$ cat config.mk
export PLATFORM = sky130hd
export DESIGN_NAME = seg_display_capture
export DESIGN_NICKNAME = d
export VERILOG_FILES = /design/src/rtl/seg_pkg.sv /design/src/rtl/seg_pattern_decode.sv /design/src/rtl/seg_display_capture.sv
export SDC_FILE = /design/constraint.sdc
export NUM_CORES = 1
export LEC_CHECK = 0
export BUFFER_PORTS_ARGS = -buffer_cell sky130_fd_sc_hd__buf_4
export CORE_UTILIZATION = 50
export CTS_CLUSTER_SIZE = 40
export DETAILED_ROUTE_END_ITERATION = 16
export GPL_TIMING_DRIVEN = 0
export HOLD_SLACK_MARGIN = 0.03
export PLACE_DENSITY = 0.73
export SYNTH_ARGS = -nofsm -noshare
export SYNTH_HDL_FRONTEND = slang
export SYNTH_SLANG_ARGS = --single-unit
$ cat constraint.sdc
create_clock -name clk -period 2.74 [get_ports clk]
set_input_delay 0.274 -clock clk [delete_from_list [all_inputs] [get_ports clk]]
set_output_delay 0.274 -clock clk [all_outputs]
set_load 0.02 [all_outputs]
$ cat src/rtl/seg_pkg.sv
// Shared definitions for the seven-segment display capture block:
// segment patterns (active-low, {g,f,e,d,c,b,a}), FSM state encoding,
// the code stored for undecodable patterns, and small digit-enable helpers.
package seg_pkg;

    typedef enum logic [1:0] {
        IDLE    = 2'd0,
        SETTLE  = 2'd1,
        CAPTURE = 2'd2
    } state_t;

    localparam logic [3:0] CODE_INVALID = 4'hF;
    localparam logic [3:0] AN_BLANK     = 4'b1111;

    localparam logic [6:0] SEG_0   = 7'b1000000;
    localparam logic [6:0] SEG_1   = 7'b1111001;
    localparam logic [6:0] SEG_2   = 7'b0100100;
    localparam logic [6:0] SEG_3   = 7'b0110000;
    localparam logic [6:0] SEG_4   = 7'b0011001;
    localparam logic [6:0] SEG_5   = 7'b0010010;
    localparam logic [6:0] SEG_6   = 7'b0000010;
    localparam logic [6:0] SEG_7   = 7'b1111000;
    localparam logic [6:0] SEG_8   = 7'b0000000;
    localparam logic [6:0] SEG_9   = 7'b0010000;
    localparam logic [6:0] SEG_A   = 7'b0001000;
    localparam logic [6:0] SEG_B   = 7'b0000011;
    localparam logic [6:0] SEG_C   = 7'b1000110;
    localparam logic [6:0] SEG_D   = 7'b0100001;
    localparam logic [6:0] SEG_E   = 7'b0000110;
    localparam logic [6:0] SEG_F   = 7'b0001110;
    localparam logic [6:0] SEG_OFF = 7'b1111111;

    // True when exactly one digit enable is driven low.
    function automatic logic onehot_low(input logic [3:0] an);
        return (an == 4'b1110) || (an == 4'b1101) ||
               (an == 4'b1011) || (an == 4'b0111);
    endfunction

    // Slot number selected by a one-hot-low enable pattern.
    function automatic logic [1:0] slot_of(input logic [3:0] an);
        logic [1:0] idx;
        idx = 2'd0;
        case (an)
            4'b1101: idx = 2'd1;
            4'b1011: idx = 2'd2;
            4'b0111: idx = 2'd3;
            default: idx = 2'd0;
        endcase
        return idx;
    endfunction

endpackage

$ cat src/rtl/seg_pattern_decode.sv
// Combinational segment-pattern to digit-code translation.
// Decodes 0..9 always; A..F only when SEG_HEX_DECODE_EN is defined.
// Anything else yields CODE_INVALID with valid low.
module seg_pattern_decode
    import seg_pkg::*;
(
    input  logic [6:0] pattern,
    output logic [3:0] code,
    output logic       valid
);

    // Look up the digit value for the active-low cathode pattern.
    always_comb begin
        code  = CODE_INVALID;
        valid = 1'b0;
        case (pattern)
            SEG_0: begin code = 4'h0; valid = 1'b1; end
            SEG_1: begin code = 4'h1; valid = 1'b1; end
            SEG_2: begin code = 4'h2; valid = 1'b1; end
            SEG_3: begin code = 4'h3; valid = 1'b1; end
            SEG_4: begin code = 4'h4; valid = 1'b1; end
            SEG_5: begin code = 4'h5; valid = 1'b1; end
            SEG_6: begin code = 4'h6; valid = 1'b1; end
            SEG_7: begin code = 4'h7; valid = 1'b1; end
            SEG_8: begin code = 4'h8; valid = 1'b1; end
            SEG_9: begin code = 4'h9; valid = 1'b1; end
`ifdef SEG_HEX_DECODE_EN
            SEG_A: begin code = 4'hA; valid = 1'b1; end
            SEG_B: begin code = 4'hB; valid = 1'b1; end
            SEG_C: begin code = 4'hC; valid = 1'b1; end
            SEG_D: begin code = 4'hD; valid = 1'b1; end
            SEG_E: begin code = 4'hE; valid = 1'b1; end
            SEG_F: begin code = 4'hF; valid = 1'b1; end
`endif
            default: begin
                code  = CODE_INVALID;
                valid = 1'b0;
            end
        endcase
    end

endmodule

$ cat src/rtl/seg_display_capture.sv
// Recovers the four digits shown on a multiplexed seven-segment display by
// sniffing its active-low digit enables and cathodes. A digit is captured
// once its {an,seven} sample has been stable for STABLE_CYCLES cycles; a
// frame is published when all four slots have been captured.
// Optional feature: define SEG_HEX_DECODE_EN to also decode A..F.
module seg_display_capture
    import seg_pkg::*;
#(
    parameter int STABLE_CYCLES = 4
) (
    input  logic        clk,
    input  logic        rst_n,
    input  logic [3:0]  an,
    input  logic [6:0]  seven,
    output logic [15:0] digits,
    output logic [3:0]  invalid,
    output logic        frame_valid,
    output logic        err_multi
);

    localparam logic [7:0] STABLE_TH = 8'(STABLE_CYCLES);

    logic [3:0]  an_p0;
    logic [6:0]  seven_p0;
    logic [3:0]  an_p1;
    logic [6:0]  seven_p1;

    state_t      state;
    logic [7:0]  cnt;
    logic [7:0]  cnt_next;
    logic        hold;
    logic        same;
    logic        blank;
    logic        go_cap;
    logic [3:0]  cap_an;
    logic [6:0]  cap_seven;

    logic [3:0]  mask;
    logic [3:0]  pend;
    logic [15:0] slot_buf;
    logic [3:0]  dec_code;
    logic        dec_valid;

    seg_pattern_decode u_decode (
        .pattern (cap_seven),
        .code    (dec_code),
        .valid   (dec_valid)
    );

    // Input stage: register the raw pins, then keep the previous sample for comparison.
    always_ff @(posedge clk) begin
        if (!rst_n) begin
            an_p0    <= AN_BLANK;
            seven_p0 <= SEG_OFF;
            an_p1    <= AN_BLANK;
            seven_p1 <= SEG_OFF;
        end else begin
            an_p0    <= an;
            seven_p0 <= seven;
            an_p1    <= an_p0;
            seven_p1 <= seven_p0;
        end
    end

    // Stability count for the current sample and the decision to capture it.
    // 'hold' blocks a second capture of a window that was already captured.
    always_comb begin
        same     = ({an_p0, seven_p0} == {an_p1, seven_p1});
        blank    = (an_p0 == AN_BLANK);
        cnt_next = 8'd1;
        if (state == SETTLE && same) begin
            cnt_next = (cnt == 8'hFF) ? cnt : cnt + 8'd1;
        end
        go_cap = !blank && (state != CAPTURE) &&
                 (cnt_next >= STABLE_TH) && !(hold && same);
    end

    // Capture FSM: IDLE while blanked, SETTLE while counting, CAPTURE for one cycle.
    always_ff @(posedge clk) begin
        if (!rst_n) begin
            state     <= IDLE;
            cnt       <= 8'd0;
            hold      <= 1'b0;
            cap_an    <= AN_BLANK;
            cap_seven <= SEG_OFF;
        end else begin
            if (state == CAPTURE) begin
                hold <= same;
            end else if (!same) begin
                hold <= 1'b0;
            end
            case (state)
                IDLE, SETTLE: begin
                    if (blank) begin
                        state <= IDLE;
                        cnt   <= 8'd0;
                    end else begin
                        cnt <= cnt_next;
                        if (go_cap) begin
                            state     <= CAPTURE;
                            cap_an    <= an_p0;
                            cap_seven <= seven_p0;
                        end else begin
                            state <= SETTLE;
                        end
                    end
                end
                CAPTURE: begin
                    state <= IDLE;
                    cnt   <= 8'd0;
                end
                default: begin
                    state <= IDLE;
                    cnt   <= 8'd0;
                end
            endcase
        end
    end

    // Frame assembly: fill slot buffers on capture, publish once all four are in.
    always_ff @(posedge clk) begin
        if (!rst_n) begin
            mask        <= 4'b0000;
            pend        <= 4'b0000;
            slot_buf    <= 16'h0000;
            digits      <= 16'h0000;
            invalid     <= 4'b0000;
            frame_valid <= 1'b0;
            err_multi   <= 1'b0;
        end else begin
            frame_valid <= 1'b0;
            if (mask == 4'b1111) begin
                digits      <= slot_buf;
                invalid     <= pend;
                frame_valid <= 1'b1;
                mask        <= 4'b0000;
                pend        <= 4'b0000;
            end else if (state == CAPTURE) begin
                if (onehot_low(cap_an)) begin
                    slot_buf[4*slot_of(cap_an) +: 4] <= dec_code;
                    pend[slot_of(cap_an)]            <= !dec_valid;
                    mask[slot_of(cap_an)]            <= 1'b1;
                end else begin
                    err_multi <= 1'b1;
                end
            end
        end
    end

endmodule

Word level (Yosys, flattened, before mapping):

Cells that the tools add are included.

* output and inout bits: 22
* register bits: 90
* logic and storage cells: 89
* input bits: 13

* reductions and logical operators: 22
* add/sub/neg operators: 2
* magnitude comparators: 3
* multiplexer cells: 17
* bitwise operators: 6
* shift-type cells: 2
* equality and inequality tests: 21

Operators with widths (count)
* one-hot mux 4 bit (10 select lines): 1
* negator 4 -> 34 bit: 1
* variable shift 4 x 34 -> 16 bit (first input constant): 1
* indexed part select 4 x 34 -> 16 bit: 1
* == test 7 x 5 -> 1 bit (second input constant): 3
* == test 7 bit (second input constant): 3
* == test 4 bit (second input constant): 5
* bitwise mux 16 bit: 1
* 2-to-1 mux 8 bit: 2
* == test 7 x 6 -> 1 bit (second input constant): 2
* == test 11 bit: 1
* 2-to-1 mux 2 bit: 5
* OR reduction 10 bit: 1
* AND reduction 3 bit: 3
* adder 8 x 1 -> 8 bit (second input constant): 1
* == test 8 bit (second input constant): 1
* >= comparator 8 x 3 -> 1 bit (second input constant): 1
* == test 7 x 2 -> 1 bit (second input constant): 1
* logical NOT 7 bit: 1
* logical AND 1 bit: 6
* one-hot mux 2 bit (3 select lines): 1
* 2-to-1 mux 1 bit: 5
* inverter 1 bit: 5
* bitwise mux 4 bit: 1
* 15 further kinds: 20

Logic depth before layout (Yosys ltp):

* depth in word-level cells: 13
* gate-level depth with buffers: 8
* mapped depth without buffers: 8

Cells and area by module:

Synthesis repeated with hierarchy kept, for this count alone.

* cells, all modules: 414
* area total of the unflattened synthesis: 3918.8 sq um

Modules (own cells, without submodules)
* seg_display_capture: area an instance 3739.8 sq um, sequential area each 1801.7 sq um, cells each 388, times used 1
* seg_pattern_decode: area an instance 178.9 sq um, sequential area each 0.0 sq um, cells each 26, times used 1

Worst setup path before layout:

OpenSTA, ideal clock, no wires.

* kind: reg-to-reg
* start: register cnt[0]
* end: register cap_seven[4]
* setup slack: 0.832 ns
* stages on the path, launching flop included: 8
* required time: 2.623 ns
* library setup time: 0.117 ns
* clock period less this slack: 1.908 ns
* arrival: 1.791 ns
* path buffers: 1
* cell sequence: dfxtp_1 > ha_1 > and2_1 > and3_2 > o21bai_1 > o41a_1 > buf_6 > o22a_1

* word-level cells in the longest chain between the ends: 7
* elaborated cells on any way between the ends: 8
* classes of those cells: 1 x add/sub; 1 x order compare; 1 x eq/ne; 2 x mux; 3 x reduce/logical

Ends and longest elaborated chain
* start, declared: line seg_display_capture.sv:29 `logic [7:0] cnt;`
* start signal, assigned: line seg_display_capture.sv:98 `cnt <= cnt_next;`
* adder 8 x 1 -> 8 bit or == test 8 bit (tied branches): line seg_display_capture.sv:72 `cnt_next = (cnt == 8'hFF) ? cnt : cnt + 8'd1;`
* 2-to-1 mux 8 bit (*): line seg_display_capture.sv:72
* 2-to-1 mux 8 bit (*): line seg_display_capture.sv:71 `if (state == SETTLE && same) begin`
* >= comparator 8 x 3 -> 1 bit (*): line seg_display_capture.sv:75 `(cnt_next >= STABLE_TH) && !(hold && same);`
* logical AND 1 bit (*): line seg_display_capture.sv:74 `go_cap = !blank && (state != CAPTURE) &&`
* logical AND 1 bit (*): line seg_display_capture.sv:75
* AND reduction 3 bit (no source line) (*)
* end signal, assigned: line seg_display_capture.sv:102 `cap_seven <= seven_p0;`
* end, declared: line seg_display_capture.sv:36 `logic [6:0] cap_seven;`

Every way passes the cells marked *; elsewhere a longest branch is shown, timed or not.
A chain may end at the register's enable or synchronous reset.

Final worst setup path:

* start: register cap_an[1]
* end: register slot_buf[12]

* word-level cells in the longest chain between the ends: 9
* elaborated cells on any way between the ends: 17
* classes of those cells: 1 x add/sub; 4 x eq/ne; 2 x shift; 6 x mux; 4 x reduce/logical

Ends and longest elaborated chain
* start, declared: line seg_display_capture.sv:35 `logic [3:0] cap_an;`
* start signal, assigned: line seg_display_capture.sv:101 `cap_an <= an_p0;`
* == test 4 x 3 -> 1 bit, or another cell as far along: line seg_pkg.sv:36, seg_pkg.sv:43
* one-hot mux 2 bit (3 select lines): line seg_pkg.sv:43 `case (an)`
* 2-to-1 mux 2 bit: line seg_display_capture.sv:139 `if (onehot_low(cap_an)) begin`
* 2-to-1 mux 2 bit: line seg_display_capture.sv:138 `end else if (state == CAPTURE) begin`
* 2-to-1 mux 2 bit: line seg_display_capture.sv:132 `if (mask == 4'b1111) begin`
* 2-to-1 mux 2 bit: line seg_display_capture.sv:122 `if (!rst_n) begin`
* negator 4 -> 34 bit: line seg_display_capture.sv:140 `slot_buf[4*slot_of(cap_an) +: 4] <= dec_code;`
* indexed part select 4 x 34 -> 16 bit or variable shift 4 x 34 -> 16 bit (tied branches): line seg_display_capture.sv:140
* bitwise mux 16 bit: line seg_display_capture.sv:140
* end signal, assigned by index: line seg_display_capture.sv:140
* end, declared: line seg_display_capture.sv:40 `logic [15:0] slot_buf;`

Parallel ways exist; a longest one is shown, timed or not. The select of a mux whose other input is x is not followed.

==> metrics.md <==
| Metric | Value |
|---|---|
| Status | `complete, no violations` |
| Number of gates resized after cts | `0` |
| Synthesized flop and latch total | `90` |
| Crit path required time | `3.02 ns` |
| Initial antenna violation count | `0` |
| HP Class | `input port to register` |
| Setup Skew | `between 0.007 and 0.008 ns` |
| Part of the cycle the worst path needs | `0.821` |
| Clk sinks | `90` |
| Proportion of layout cells with a drive suffix above 1 | `0.168` |
| Fillcell total | `644` |
| H-tree depth | `3` |
| Core area | `0.00725 mm^2` |
| Largest net degree at the start of global routing | `16` |
| Gr usage total | `0.214` |
| Vias in the first global route | `2740` |
| P_leak | `1.65 nW` |
| DIE AREA | `around 0.0079 mm^2` |
| Worst EP arrival | `2.53 ns` |
| Avg Cell Area, Syn | `around 9 um^2` |
| Startpoint Class | `register` |
| Crit path max fanout | `7` |
| First-pass GRT wire length | `12600 um` |
| Ports | `35` |
| Die Span X | `about 90 um` |
| Final setup fails | `0` |
| P&R area growth vs syn | `16.3%` |
| Final Hold Vio Count | `0` |
| Worst-Margin Slew | `0.682 ns` |
| DRC viols | `0` |
| Sequential fraction of the synthesis area | `0.480` |
| Fmax | `445 MHz` |
| VDD IR max | `roughly 0.29 mV` |
| Via count | `3001` |
| Die Y | `88.7 um` |
| Cells after Synth | `around 400` |
| Unrepaired setup endpoints after global routing | `false` |
| Worst reg-to-reg path cell count | `8` |
| Top FF cell, synth | `dfxtp_1` |
| Initial Util | `0.518` |
| Port bufs | `33` |
| Final HPWL DP | `5380 um` |
| Max-slew violations | `0` |
| Clock buffer count from CTS | `9` |
| Clock transition at path regs | `roughly 0.090 ns` |
| Synth warn | `0` |
| Post-synth EDFFs | `0` |
| Net Count, Synth | `427` |
| PwrDens | `573 mW/mm^2` |
| Final setup TNS | `0 ns` |
| Post-CTS setup buffers | `0` |
| Async SR Flop Fraction | `0` |
| Max Cap Viol | `0` |
| Total Power | `2.50 mW` |
| Routed len/inst | `13.9 um` |
| Post-Synthesis Cell Area | `0.00376 mm^2` |
| Yosys cell types | `60` |
| Clock buffer depth | `2` |
| Critical setup path kind | `register to register` |
| TritonCTS clock tree | `built` |
| RePlAce Congestion | `0.827` |
| Root Buffer | `clkbuf_8` |
| Cell count of the worst hold path | `2` |
| Worst setup EP type | `register` |
| # diodes | `0` |
| Site Rows | `31` |
| Cts hold-fix bufs | `0` |
| Post-layout min period | `2.25 ns` |
| Final ANT Viol Nets | `0` |
| Final wirelength | `roughly 7700 um` |
| 1st-iter DRT viols | `114` |
| DR pass1 iterations | `4` |
| Nets | `471` |
| Rel. slew slack | `0.543` |
| Clk Latency, worst-skew pair | `between 0.3 and 0.4 ns` |
| Via density | `5.44` |
| GRT Residual Overflow | `0` |
[cells in the mapped netlist, types with 4 or more instances]
| library cell | number | area, um^2 |
|---|---|---|
| inv_1 | 9 | 33.8 |
| a41o_1 | 4 | 40.0 |
| xnor2_1 | 12 | 105 |
| o22a_1 | 11 | 96.3 |
| a21bo_2 | 4 | 40.0 |
| nand2b_1 | 27 | 169 |
| nand4_1 | 8 | 50.1 |
| o22ai_1 | 10 | 62.6 |
| a211oi_2 | 4 | 50.1 |
| ha_1 | 9 | 113 |
| nand2_1 | 59 | 221 |
| nor2_1 | 21 | 78.8 |
| dfxtp_1 | 90 | 1800 |
| and4_1 | 4 | 35.0 |
| a21oi_1 | 38 | 190 |
| nand3_1 | 15 | 75.1 |
| nor2b_1 | 4 | 25.0 |
| nor3_1 | 6 | 30.0 |
| clkbuf_1 | 11 | 41.3 |
[critical path, stage by stage (launching register included)]
cell	delay (ns)
dfxtp_1	0.44
xor2_1	0.16
nand3_1	0.23
inv_1	0.25
ha_1	0.18
inv_1	0.05
a211oi_2	0.41
nand3_1	0.20
o22ai_1	0.24
[area by class of cell]
| type | instances | area (um^2) | share of cell area |
|---|---|---|---|
| Inverter | 9 | 33.8 | 0.00774 |
| Tap cell | 99 | 124 | 0.0284 |
| Timing Repair Buffer | 33 | 248 | 0.0567 |
| Clock inverter | 6 | 115 | 0.0264 |
| Multi-Input combinational cell | 288 | 1840 | 0.421 |
| Buffer | 18 | 81.3 | 0.0186 |
| Clock buffer | 9 | 124 | 0.0284 |
| Sequential cell | 90 | 1800 | 0.413 |
[power by group]
| part | leakage (nW) | internal (mW) | switching (mW) | total, mW |
|---|---|---|---|---|
| Clock | 0.116 | 0.605 | 0.472 | 1.08 |
| Sequential | 0.731 | 1.32 | 0.0142 | 1.34 |
| Combinational | 0.803 | 0.0395 | 0.0478 | 0.0873 |
[registers in the layout, summed over array words and instances, names as in the netlist, 7 cells and up]
| name | cells |
|---|---|
| cap_seven | 7 |
| cnt | 8 |
| digits | 16 |
| seven_p0 | 7 |
| seven_p1 | 7 |
| slot_buf | 16 |
[cell usage in the layout, fill, tap and decap left out, types with 4 or more instances in the layout]
| cell | netlist | routed |
|---|---|---|
| nand4_1 | 8 | 8 |
| nor2b_1 | 4 | 4 |
| inv_1 | 9 | 9 |
| o22ai_1 | 10 | 10 |
| clkbuf_1 | 11 | 11 |
| o22a_1 | 11 | 11 |
| dfxtp_1 | 90 | 90 |
| buf_4 | 1 | 34 |
| nand2b_1 | 27 | 27 |
| ha_1 | 9 | 9 |
| nor2_1 | 21 | 21 |
| a41o_1 | 4 | 4 |
| nand2_1 | 59 | 59 |
| a211oi_2 | 4 | 4 |
| and4_1 | 4 | 4 |
| xnor2_1 | 12 | 12 |
| a21bo_2 | 4 | 4 |
| nor3_1 | 6 | 6 |
| nand3_1 | 15 | 15 |
| a21oi_1 | 38 | 38 |
| clkbuf_8 | 0 | 9 |
[logic make-up after synthesis]
logic type,after synthesis,share of synthesized area
compound gates,91,0.177
xor+xnor,15,0.0350
fa+ha+maj,9,0.0300
buf+inv,27,0.0306
flops,90,0.480
mux,3,0.00799
simple gates,170,0.240
[per-layer routing]
layer	track usage	wire, um	share of wire
met1	0.278	3710	0.48
met2	0.340	3520	0.46
met3	0.0541	284	0.037
met4	0.0850	143	0.019
met5	0	0	0
[path summary, 6_finish.rpt]
path                               end                   start  slack, ns
max          slot_buf[12]$_SDFFE_PN0P_  cap_an[1]$_SDFFE_PN1P_       0.49
min             seven_p0[1]$_SDFF_PN1_                seven[1]       0.09
max reg2reg  slot_buf[12]$_SDFFE_PN0P_  cap_an[1]$_SDFFE_PN1P_       0.49
min reg2reg    invalid[1]$_SDFFE_PN0P_    pend[1]$_SDFFE_PP0P_       0.45
[per-stage QoR]
step	utilization	cell area [um^2]	hold slack, ns	instances	worst slack [ns]
floorplan	-	3760	0.375	405	0.832
global placement	0.569	4130	0.443	537	0.611
detailed placement	0.569	4130	0.447	537	0.598
CTS	0.602	4370	0.0805	552	0.540
global route	0.602	4370	0.0777	552	0.273
finish	0.602	4370	0.0896	552	0.491
(Power assumes the default switching activity.)
